===== config.mk =====
export PLATFORM = sky130hd
export DESIGN_NAME = serial_subtractor_unsigned
export DESIGN_NICKNAME = d
export VERILOG_FILES = /design/src/rtl/serial_subtractor_unsigned.sv
export SDC_FILE = /design/constraint.sdc
export NUM_CORES = 1
export LEC_CHECK = 0
export ABC_AREA = 1
export ABC_CLOCK_PERIOD_IN_PS = 1630
export CAP_MARGIN = 20
export CORE_MARGIN = 3
export CORE_UTILIZATION = 50
export DETAILED_ROUTE_END_ITERATION = 8
export PLACE_DENSITY = 0.84
export REMOVE_ABC_BUFFERS = 1
export SLEW_MARGIN = 20
export SYNTH_ARGS = -nofsm -noshare
export SYNTH_HDL_FRONTEND = slang
export SYNTH_SLANG_ARGS = --single-unit
export TNS_END_PERCENT = 5

===== constraint.sdc =====
create_clock -name clk -period 1.63 [get_ports clk]
set_input_delay 0.489 -clock clk [delete_from_list [all_inputs] [get_ports clk]]
set_output_delay 0.489 -clock clk [all_outputs]
set_load 0.03 [all_outputs]

===== src/rtl/serial_subtractor_unsigned.sv =====
// rtl/serial_subtractor_unsigned.sv - bit-serial unsigned subtractor, LSB first, ready/valid handshake
module serial_subtractor_unsigned #(
    parameter int N = 16
) (
    input  logic         clk,
    input  logic         rst_n,
    input  logic         in_valid,
    output logic         in_ready,
    input  logic [N-1:0] A,
    input  logic [N-1:0] B,
    input  logic         Bin,
    output logic         out_valid,
    input  logic         out_ready,
    output logic [N-1:0] Diff,
    output logic         Bout,
    output logic         V,
    output logic         Z
);

    localparam int IW = (N > 1) ? $clog2(N) : 1;
    localparam logic [IW-1:0] LAST = IW'(N - 1);

    typedef enum logic [1:0] {
        IDLE = 2'd0,
        RUN  = 2'd1,
        DONE = 2'd2
    } state_t;

    state_t        state;
    logic [N-1:0]  a_sh;
    logic [N-1:0]  b_sh;
    logic          borrow;
    logic [IW-1:0] idx;

    logic          a_bit;
    logic          b_bit;
    logic          d_bit;
    logic          borrow_next;
    logic [N-1:0]  diff_next;

    // One full-subtractor cell on the current LSBs of the operand shift registers
    always_comb begin
        a_bit       = a_sh[0];
        b_bit       = b_sh[0];
        d_bit       = a_bit ^ b_bit ^ borrow;
        borrow_next = (~a_bit & b_bit) | (~(a_bit ^ b_bit) & borrow);
    end

    // Result bits enter at the MSB and shift down, so after N steps bit 0 holds the first bit computed
    if (N == 1) begin : g_one
        assign diff_next = d_bit;
    end else begin : g_many
        assign diff_next = {d_bit, Diff[N-1:1]};
    end

    // Control FSM and datapath: accept operands, ripple the borrow for N edges, hold result until taken
    always_ff @(posedge clk) begin
        if (!rst_n) begin
            state     <= IDLE;
            in_ready  <= 1'b1;
            out_valid <= 1'b0;
            Diff      <= '0;
            Bout      <= 1'b0;
            V         <= 1'b0;
            Z         <= 1'b0;
            borrow    <= 1'b0;
            idx       <= '0;
            a_sh      <= '0;
            b_sh      <= '0;
        end else begin
            case (state)
                IDLE: begin
                    if (in_valid) begin
                        a_sh     <= A;
                        b_sh     <= B;
                        borrow   <= Bin;
                        idx      <= '0;
                        in_ready <= 1'b0;
                        state    <= RUN;
                    end
                end
                RUN: begin
                    a_sh   <= a_sh >> 1;
                    b_sh   <= b_sh >> 1;
                    Diff   <= diff_next;
                    borrow <= borrow_next;
                    if (idx == LAST) begin
                        Bout      <= borrow_next;
                        V         <= borrow_next;
                        Z         <= (diff_next == '0);
                        out_valid <= 1'b1;
                        state     <= DONE;
                    end else begin
                        idx <= idx + IW'(1);
                    end
                end
                DONE: begin
                    if (out_ready) begin
                        out_valid <= 1'b0;
                        in_ready  <= 1'b1;
                        state     <= IDLE;
                    end
                end
                default: begin
                    state     <= IDLE;
                    in_ready  <= 1'b1;
                    out_valid <= 1'b0;
                end
            endcase
        end
    end

endmodule

# After elaboration in Yosys (flattened, before gate mapping)
# Index checks and enable logic that the tools add are counted.
[totals] ff_bits=59 elab_cells=55 inputBits=37
[op_classes] muxes=19 n_addsub=1 eq_ne=7 n_reduce_logical=9 n_bitwise=9
[ops] operator="one-hot mux 16 bit (2 select lines)" count=2
[ops] operator="2-to-1 mux 16 bit" count=2
[ops] operator="zero test 16 bit" count=1
[ops] operator="AND reduction 3 bit" count=4
[ops] operator="2-to-1 mux 4 bit" count=2
[ops] operator="inequality test 2 bit, second input constant" count=4
[ops] operator="one-hot mux 4 bit (2 select lines)" count=1
[ops] operator="2-to-1 mux 2 bit" count=3
[ops] operator="one-hot mux 1 bit (3 select lines)" count=2
[ops] operator="one-hot mux 2 bit (3 select lines)" count=1
[ops] operator="2-to-1 mux 1 bit" count=5
[ops] operator="adder 4 x 1 -> 4 bit, second input constant" count=1
[ops] operator="equality test 4 bit, second input constant" count=1
[ops] operator="NOT 1 bit" count=4
[ops] operator="AND reduction 2 bit" count=2
[ops] operator="AND 1 bit" count=2
[ops] operator="equality test 2 x 1 -> 1 bit, second input constant" count=1
[ops] operator="equality test 2 bit, second input constant" count=1
[ops] operator="zero test 2 bit" count=1
[ops] operator="one-hot mux 1 bit (2 select lines)" count=1
[ops] operator="nonzero test 2 bit" count=1
[ops] operator="bitwise XOR 1 bit" count=2
[ops] operator="bitwise OR 1 bit" count=1

# Logic depth before layout (Yosys ltp)
# Gate-level depths: netlist of the first run.
[depth] depth_word=5 mapped_depth=7 mapped_depth_nobuf=7

# Worst setup path before layout of the first run
# Ideal clock, no wire load.
[synth_path] path_type="register -> register" startpoint="register b_sh[0]" endpoint="register Z" setup_slack_ns=0.411 synth_period_minus_slack_ns=1.219 stages_incl_launch_ff=8 arrival_ns=1.149 setup_ns=0.070 cell_sequence="dfxtp_1 -> inv_1 -> fa_1 -> nor2_1 -> nand2_1 -> nor2_1 -> nand2_1 -> a21oi_1"
[synth_between] elab_chain_len=3
[synth_rtl] item="start: declaration" line_no="31" rtl="logic [N-1:0] b_sh;"
[synth_rtl] item="start signal: assignment" line_no="84" rtl="b_sh <= b_sh >> 1;"
[synth_rtl] item="bitwise XOR 1 bit (2 in series)" line_no="45" rtl="d_bit = a_bit ^ b_bit ^ borrow;"
[synth_rtl] item="via d_bit" line_no="37" rtl="logic d_bit;"
[synth_rtl] item="zero test 16 bit" line_no="90" rtl="Z <= (diff_next == '0);"
[synth_rtl] item="end signal: assignment" line_no="90"
[synth_rtl] item="end: declaration" line_no="17" rtl="output logic Z"
# The timed path passes the listed nets, and every way through them passes these cells.
# A chain may end at the register's enable or synchronous reset.

# Final worst setup path of the first run
[layout_path] startpoint="register Diff[4]" endpoint="output port Diff[4]"
[layout_rtl] item="start: declaration" line_no="14" rtl="output logic [N-1:0] Diff,"
[layout_rtl] item="start signal: assignment" line_no="85" rtl="Diff <= diff_next;"
# No word-level cell between the ends.

==> run summary, run 1 <==
H-tree levels: 3
Grt total ovfl: 0
Std-Cell Rows: 26
Slowest CP cell: clkdlybuf4s15_1
Crit path DAT: 1.10 ns
Die Wd: 79.27 um
Relative slew slack: 0.7965
Highest achievable clock rate: 0.6311 GHz
Final wirelength: 5857 um
CP Max Fanout: 4
Hold buffer count at cts: 0
Max-slew violations: 0
Most common cell in the synthesized netlist: nor2_1
Synth area leader: dfxtp_1
Period utilization: 0.9721
Endpoint class of the critical path: output port
Top_reg_cell synth: dfxtp_1
Starting DRT DRC Count: 139
Setup TNS: 0 ns
CP required: 1.14 ns
Final-report setup violation count: 0
Final design utilization: 0.6694
Layout cells sized above 1: 0.1160
Multi-input combinational cell area: 1286 um^2
Post-synthesis sequential area ratio: 0.4401
Nets: 492
Clk_skew: 0.003769 ns
Post-synthesis cell type count: 25
TritonRoute pass-1 iters: 4
DR vias/cell: 4.806
Buf/Inv on CP: 1
DRC: 0
Leakage: 1.612 nW
Initial antenna violation count: 0
P&R area growth vs syn: 28.21%
Total vias in the final route: 2533
IO Pins: 58
Yosys synthesis warning count: 0
Async SR Flop Fraction: 0
Dpl ws: -0.03370 ns
Post-CTS Setup Bufs: 0
Worst path cell trace: clkdlybuf4s15_1
FF+latch count, synth: 59
Final Critical Period: 1.585 ns
Kind of critical path: reg2out
Root Buffer: clkbuf_8
CP top delay family: buffers and inverters
Longest Clk Path Bufs: 2
Power per Cell Area: 1046 nW/um^2
Core area: 5140 um^2
Ant. Diodes: 0
CTS Buf Count: 9
Worst-Margin Slew: 0.3064 ns
Min Hold Slack: 0.4496 ns
Number of global-route vias before repair: 2275
Dpl hpwl: 3964 um
# fillers: 458
CTS tree: built
Initial core utilization: 0.5222
Largest cells by area after synthesis: dfxtp_1 44%, nor2_1 15%, nand2_1 15%
Die height: 79.27 um
Cells after synthesis: 395
Largest net degree at the start of global routing: 36
CP startpoint kind: register
Routed len/inst: 11.11 um
Syn_area_per_cell: 6.794 um^2
Setup WS post-layout: 0.04545 ns
Final GP Congestion: 0.8074
Synth top area share: 0.4401
FF/Latch Area: 1181 um^2
Power, Total: 3.600 mW
Syn Std Cell Area: 2684 um^2
Hold Fails Final Rpt: 0
Clock Sinks: 59
Clock latency on the worst-skew pair: 0.33 ns
Status: completed
Routed Antenna Nets: 0
Tot GR Track Use: 0.1980
Global-route wire length before repair: 9880 um
Worst vdd rail ir drop: 0.4747 mV
Hold Path Class: reg2reg
Maxcap violations: 0
Die Area: 6283 um^2
RSZ-0062 raised after global routing: no
Synth cell count leaders: 110 x nor2_1, 109 x nand2_1, 59 x dfxtp_1, 41 x o21ai_0, 12 x inv_1
Clock slew at reported path FFs: 0.06 ns
CP peak stage delay: 0.39 ns
Number of synthesized flops with an enable pin: 0
Port Buffers: 57
## per-layer routing
metal  vias up  GRT usage  wire length, um
met5         -          0                0
met4         0    0.08763              102
met3         9    0.05442              329
met2        77     0.3241             2667
met1      1105     0.2427             2757
li1       1342          -                -
## placed cells by master (no fill, tap or decap), drive strengths merged, types with 2 or more instances in the layout
cell / count
nand2: 114
nor2: 113
dfxtp: 59
o21ai: 52
clkdlybuf4s50: 36
clkbuf: 27
inv: 15
buf: 12
nand3: 8
a21oi: 7
dlygate4sd2: 4
clkdlybuf4s15: 3
clkinv: 2
## logic make-up after synthesis
group | Yosys count | synth area share
simple gates | 238 | 0.3557
compound gates | 59 | 0.1114
flops | 59 | 0.4401
buf+inv | 37 | 0.08065
fa+ha+maj | 2 | 0.01212
## state kept, by name (all words and copies together) (netlist names)
signal,count
Diff,16
a_sh,16
b_sh,16
idx,4
state,2
V,1
Z,1
borrow,1
in_ready,1
out_valid,1
## power breakdown
group,internal [mW],switching [mW]
registers,1.58,0.0851
clock network,0.663,0.539
logic,0.316,0.422
total,2.55,1.05
## cell type report
type | count | share of cell area
clock buffers | 13 | 0.04909
clock inverters | 2 | 0.002909
inverters | 15 | 0.01709
multi-input cells | 299 | 0.3738
flip-flops and latches | 59 | 0.3433
well taps | 70 | 0.02545
repair buffers | 69 | 0.1884
## path summary, 6_finish.rpt
kind / startpoint / slack, ns / depth (start not counted) / endpoint
worst max-delay path: Diff[4] / 0.05 / 1 / Diff[4]
worst min-delay path: in_ready / 0.45 / 2 / in_ready
worst max register to register: b_sh[0] / 0.27 / 7 / Z
worst min register to register: in_ready / 0.45 / 2 / in_ready
## through the flow
step | cells | instance area [um^2]
floorplan | 373 | 2526
global placement | 512 | 3337
detailed placement | 512 | 3337
CTS | 527 | 3497
global route | 527 | 3441
finish | 527 | 3441
## what timing repair did
action / 4_1_cts / 5_1_grt
pin swaps: 0 / 0
hold endpoints to repair: 0 / 0
cloned: 0 / 0
resized for setup: 27 / 25
endpoints found under the setup margin: 21 / 17
(Power assumes the default switching activity.)
==> run 2, diff against run 1 <==
--- a/config.mk
+++ b/config.mk
@@ -8,8 +8,8 @@
 export ABC_AREA = 1
 export ABC_CLOCK_PERIOD_IN_PS = 1630
 export CAP_MARGIN = 20
-export CORE_MARGIN = 3
 export CORE_UTILIZATION = 50
+export CTS_CLUSTER_DIAMETER = 200
 export DETAILED_ROUTE_END_ITERATION = 8
 export PLACE_DENSITY = 0.84
 export REMOVE_ABC_BUFFERS = 1
==> run summary, run 2 (synthesized netlist as in run 1, its figures left out) <==
Status: completed
Met1 wire length: 2744 um (-0.47%)
Ant. Diodes: 0 (unchanged)
Area after DPL: 3339 um^2 (about the same)
CP startpoint kind: register
Initial core utilization: 0.5222 (unchanged)
Root Buffer: clkbuf_8
Dpl hpwl: 4012 um (+1.2%)
Power per Cell Area: 1120 nW/um^2 (+7.0%)
Top layer in use: met4
Global-route wire length before repair: 10140 um (+2.6%)
Hold Path Class: reg2reg
Final GP Congestion: 0.7991 (-1.0%)
Routed Antenna Nets: 0 (unchanged)
Setup WS post-layout: 0.02585 ns (-0.01960 ns)
Finished Layout Cells: 530 (+0.57%)
Buf/Inv on CP: 1 (unchanged)
Clock latency on the worst-skew pair: 0.34 ns (about the same)
Starting DRT DRC Count: 174 (+25%)
Max-slew violations: 0 (unchanged)
Reg2Reg Setup Slack: 0.29 ns (+0.02 ns)
Total vias in the final route: 2593 (+2.4%)
Routed length on met3: 316 um (-4.0%)
IO Pins: 58 (unchanged)
Largest net degree at the start of global routing: 38 (+5.6%)
Port Buffers: 57 (unchanged)
H-tree levels: 3 (unchanged)
DR vias/cell: 4.892 (+1.8%)
Top Registers: Diff (16), a_sh (16), b_sh (16)
DRC: 0 (unchanged)
Layout cells sized above 1: 0.1109 (-0.005104)
Die Area: 5665 um^2 (-9.8%)
Clock Sinks: 59 (unchanged)
Period utilization: 0.9841 (+0.01203)
Endpoint class of the critical path: output port
Maxcap violations: 0 (unchanged)
CP Max Fanout: 4 (unchanged)
Worst path cell trace: clkdlybuf4s15_1
Slowest CP cell: clkdlybuf4s15_1
Grt total ovfl: 0 (unchanged)
Routed len/inst: 11.21 um (+0.89%)
Final wirelength: 5943 um (+1.5%)
CP peak stage delay: 0.39 ns (about the same)
Tot GR Track Use: 0.2347 (+0.03668)
Kind of critical path: reg2out
Final-report setup violation count: 0 (unchanged)
# fillers: 484 (+5.7%)
Relative slew slack: 0.7967 (about the same)
Clock slew at reported path FFs: 0.07 ns (about the same)
Hold Fails Final Rpt: 0 (unchanged)
CTS tree: built
Post-route cell area: 3516 um^2 (+2.2%)
CTS Buf Count: 9 (unchanged)
Dpl ws: -0.02993 ns (+0.003776 ns)
Worst vdd rail ir drop: 0.5913 mV (+25%)
Hold buffer count at cts: 0 (unchanged)
Core area: 5140 um^2 (unchanged)
Initial antenna violation count: 0 (unchanged)
Clk_skew: 0.006581 ns (+0.002812 ns)
RSZ-0062 raised after global routing: no
Number of global-route vias before repair: 2326 (+2.2%)
Longest Clk Path Bufs: 2 (unchanged)
DP Cell Count: 514 (+0.39%)
P&R area growth vs syn: 31.00%
Die height: 75.27 um (-5.0%)
Final design utilization: 0.6840 (+0.01460)
Power, Total: 3.936 mW (+9.3%)
TritonRoute pass-1 iters: 4 (unchanged)
Final Critical Period: 1.604 ns (+0.01960 ns)
Most frequent cells in the layout: 110 x nor2_1, 109 x nand2_1, 59 x dfxtp_1
Met2 wire length: 2760 um (+3.5%)
Nets: 494 (+0.41%)
Highest achievable clock rate: 0.6234 GHz (-1.2%)
Std-Cell Rows: 26 (unchanged)
CP top delay family: buffers and inverters
Crit path DAT: 1.12 ns (+0.02 ns)
CP required: 1.14 ns (about the same)
Leakage: 1.638 nW (+1.6%)
Most common cell after layout, fill and taps aside: nor2_1
Worst-Margin Slew: 0.3061 ns (-0.0003190 ns)
Die Wd: 75.27 um (-5.0%)
==> run 2: cell count changes in the layout (fill, tap and decap cells not counted) <==
| cell | previous run | this run |
|---|---|---|
| clkbuf_2 | 14 | 9 |
| clkdlybuf4s15_1 | 3 | 7 |
| buf_4 | 7 | 10 |
| bufinv_16 | 0 | 2 |
| buf_12 | 5 | 4 |
| clkbuf_8 | 12 | 11 |
| clkinv_2 | 2 | 1 |
| clkinvlp_4 | 0 | 1 |
| dlygate4sd2_1 | 4 | 5 |
==> run 2: area by class of cell <==
| cell class | instances | area [um^2] | area share |
|---|---|---|---|
| Inverter | 15 | 58.81 | 0.01673 |
| Clock inverter | 4 | 72.57 | 0.02064 |
| Multi-Input combinational cell | 299 | 1286 | 0.3658 |
| Sequential cell | 59 | 1181 | 0.3359 |
| Timing Repair Buffer | 71 | 674.4 | 0.1918 |
| Tap cell | 70 | 87.58 | 0.02491 |
| Clock buffer | 12 | 155.1 | 0.04413 |
==> run 2: metrics by stage <==
stage | setup TNS [ns] | hold slack, ns
floorplan | 0 | 0.4410
CTS | -0.06080 | 0.4429
global route | 0 | 0.4564
finish | 0 | 0.4419
global placement | -0.1147 | 0.4303
detailed placement | -0.2228 | 0.4312
==> run 2: path summary, 6_finish.rpt <==
| kind | startpoint | endpoint | depth (start not counted) |
|---|---|---|---|
| worst max-delay path | Diff[11] | Diff[11] | 1 |
| worst min-delay path | in_ready | in_ready | 2 |
| worst max register to register | idx[0] | idx[0] | 6 |
| worst min register to register | in_ready | in_ready | 2 |
==> run 2: power by group <==
part           switching (mW)  leakage (nW)  internal [mW]
sequential             0.0839         0.487           1.57
clock                   0.589         0.113          0.942
combinational           0.424          1.04          0.323
total                    1.10          1.64           2.84
==> run 2: layer usage <==
metal / global-route usage / vias up
li1: - / 1347
met1: 0.3002 / 1153
met2: 0.3884 / 79
met3: 0.03882 / 14
met4: 0.1091 / 0
met5: 0 / -
==> run 2: timing repair <==
action | 4_1_cts | 5_1_grt
setup endpoints to repair | 21 | 13
resized for setup | 29 | 17
setup buffers | 0 | 0
==> run 3, diff against run 2 <==
--- a/config.mk
+++ b/config.mk
@@ -11,7 +11,8 @@
 export CORE_UTILIZATION = 50
 export CTS_CLUSTER_DIAMETER = 200
 export DETAILED_ROUTE_END_ITERATION = 8
-export PLACE_DENSITY = 0.84
+export GPL_ROUTABILITY_DRIVEN = 0
+export PLACE_DENSITY = 0.79
 export REMOVE_ABC_BUFFERS = 1
 export SLEW_MARGIN = 20
 export SYNTH_ARGS = -nofsm -noshare
==> constraint.sdc (replaced) <==
create_clock -name clk -period 1.63 [get_ports clk]
set_input_delay 0.489 -clock clk [delete_from_list [all_inputs] [get_ports clk]]
set_output_delay 0.489 -clock clk [all_outputs]
set_load 0.1 [all_outputs]
==> run summary, run 3 (synthesized netlist as in run 1, its figures left out) <==
Met2 wire length: 2961 um (+7.3%)
Worst-Margin Slew: 0.3070 ns (+0.0008590 ns)
Top Registers: Diff (16), a_sh (16), b_sh (16)
Largest net degree at the start of global routing: 53 (+39%)
Slowest CP cell: dfxtp_1
IO Pins: 58 (unchanged)
Grt total ovfl: 0 (unchanged)
Layout cells sized above 1: 0.1275 (+0.01660)
CP startpoint kind: register
CTS tree: built
CP required: 1.14 ns (about the same)
Clock latency on the worst-skew pair: 0.34 ns (about the same)
Number of global-route vias before repair: 2336 (+0.43%)
DR vias/cell: 4.899 (+0.13%)
CTS Buf Count: 9 (unchanged)
Initial core utilization: 0.5222 (unchanged)
P&R area growth vs syn: 39.53%
Top layer in use: met4
CP top delay family: flip-flops
Port Buffers: 57 (unchanged)
Ant. Diodes: 0 (unchanged)
Reg2Reg Setup Slack: 0.19 ns (-0.10 ns)
Clock Sinks: 59 (unchanged)
Global-route wire length before repair: 10040 um (-0.96%)
DP Cell Count: 510 (-0.78%)
Nets: 490 (-0.81%)
CTS resizes: 0 (-100%)
DRC: 0 (unchanged)
Most common cell after layout, fill and taps aside: nor2_1
Leakage: 1.690 nW (+3.2%)
Relative slew slack: 0.7952 (-0.001551)
Hold Path Class: reg2reg
Kind of critical path: reg2out
Routed length on met3: 348 um (+10%)
Hold buffer count at cts: 0 (unchanged)
# fillers: 433 (-11%)
Routed len/inst: 11.50 um (+2.6%)
Maxcap violations: 0 (unchanged)
CP Max Fanout: 3 (-1)
Period utilization: 0.9211 (-0.06307)
Highest achievable clock rate: 0.6661 GHz (+6.8%)
Final wirelength: 6038 um (+1.6%)
Finished Layout Cells: 525 (-0.94%)
Hold Fails Final Rpt: 0 (unchanged)
Clk_skew: 0.01169 ns (+0.005106 ns)
Hold Path Depth: 2 (unchanged)
Crit path depth: 1 (unchanged)
Endpoint class of the critical path: output port
H-tree levels: 3 (unchanged)
Clock slew at reported path FFs: 0.07 ns (about the same)
Worst path cell trace: buf_12
Tot GR Track Use: 0.2345 (about the same)
Min Hold Slack: 0.4725 ns (+0.03063 ns)
Core area: 5140 um^2 (unchanged)
Crit path DAT: 1.01 ns (-0.11 ns)
Std-Cell Rows: 26 (unchanged)
Longest Clk Path Bufs: 2 (unchanged)
CP peak stage delay: 0.46 ns (+0.07 ns)
Routed Antenna Nets: 0 (unchanged)
Die Area: 5665 um^2 (unchanged)
Reg2Reg Depth: 6 (unchanged)
Die height: 75.27 um (unchanged)
Starting DRT DRC Count: 138 (-21%)
Total vias in the final route: 2572 (-0.81%)
Status: completed
Met1 wire length: 2619 um (-4.6%)
Buf/Inv on CP: 1 (unchanged)
Root Buffer: clkbuf_8
Die Wd: 75.27 um (unchanged)
Worst vdd rail ir drop: 0.6715 mV (+14%)
Initial antenna violation count: 0 (unchanged)
Power per Cell Area: 1100 nW/um^2 (-1.8%)
Most frequent cells in the layout: 110 x nor2_1, 109 x nand2_1, 59 x dfxtp_1
RSZ-0062 raised after global routing: no
Final-report setup violation count: 0 (unchanged)
Final Critical Period: 1.501 ns (-0.1028 ns)
TritonRoute pass-1 iters: 4 (unchanged)
Post-CTS Setup Bufs: 0 (unchanged)
Dpl hpwl: 3930 um (-2.0%)
Max-slew violations: 0 (unchanged)
[run 3: path summary, 6_finish.rpt]
check                 from        to
hold reg to reg   b_sh[15]  b_sh[15]
setup reg to reg  state[1]   a_sh[0]
hold / removal    b_sh[15]  b_sh[15]
setup / recovery         V         V
[run 3: area by class of cell]
cell class / instances / area [um^2] / area share
clock buffers: 14 / 182.7 / 0.04878
flip-flops and latches: 59 / 1181 / 0.3154
inverters: 15 / 58.81 / 0.01570
clock inverters: 1 / 30.03 / 0.008019
repair buffers: 67 / 918.4 / 0.2452
well taps: 70 / 87.58 / 0.02339
multi-input cells: 299 / 1286 / 0.3435
[run 3: metrics by stage]
stage                     setup WS [ns]  area [um^2]  power (mW)  utilization  setup TNS, ns
final                            0.1287         3745       4.118       0.7286              0
after global placement         -0.03305         3532       2.715       0.6872        -0.5351
after global routing            0.08437         3745       4.307       0.7286              0
after CTS                        0.1231         3745       4.131       0.7286              0
after floorplan                 -0.4279         2526       2.302            -         -1.151
after detailed placement       -0.07688         3532       2.740       0.6872         -1.365
[run 3: worst register-to-register path, cell delays in order (launching register included)]
cell,delay [ns]
dfxtp_1,0.43
inv_2,0.09
nand2_4,0.25
nand2_4,0.12
buf_4,0.20
o21ai_0,0.18
nor2_1,0.07
[run 3: metal layers]
| layer | track usage | up-vias |
|---|---|---|
| li1 | - | 1337 |
| met1 | 0.2757 | 1116 |
| met2 | 0.4124 | 105 |
| met3 | 0.03748 | 14 |
| met4 | 0.1214 | 0 |
| met5 | 0 | - |
[run 3: power breakdown]
group	switching (mW)	internal [mW]	total, mW	leakage (nW)
registers	0.104	1.58	1.68	0.487
clock network	0.533	0.866	1.40	0.109
logic	0.622	0.418	1.04	1.09
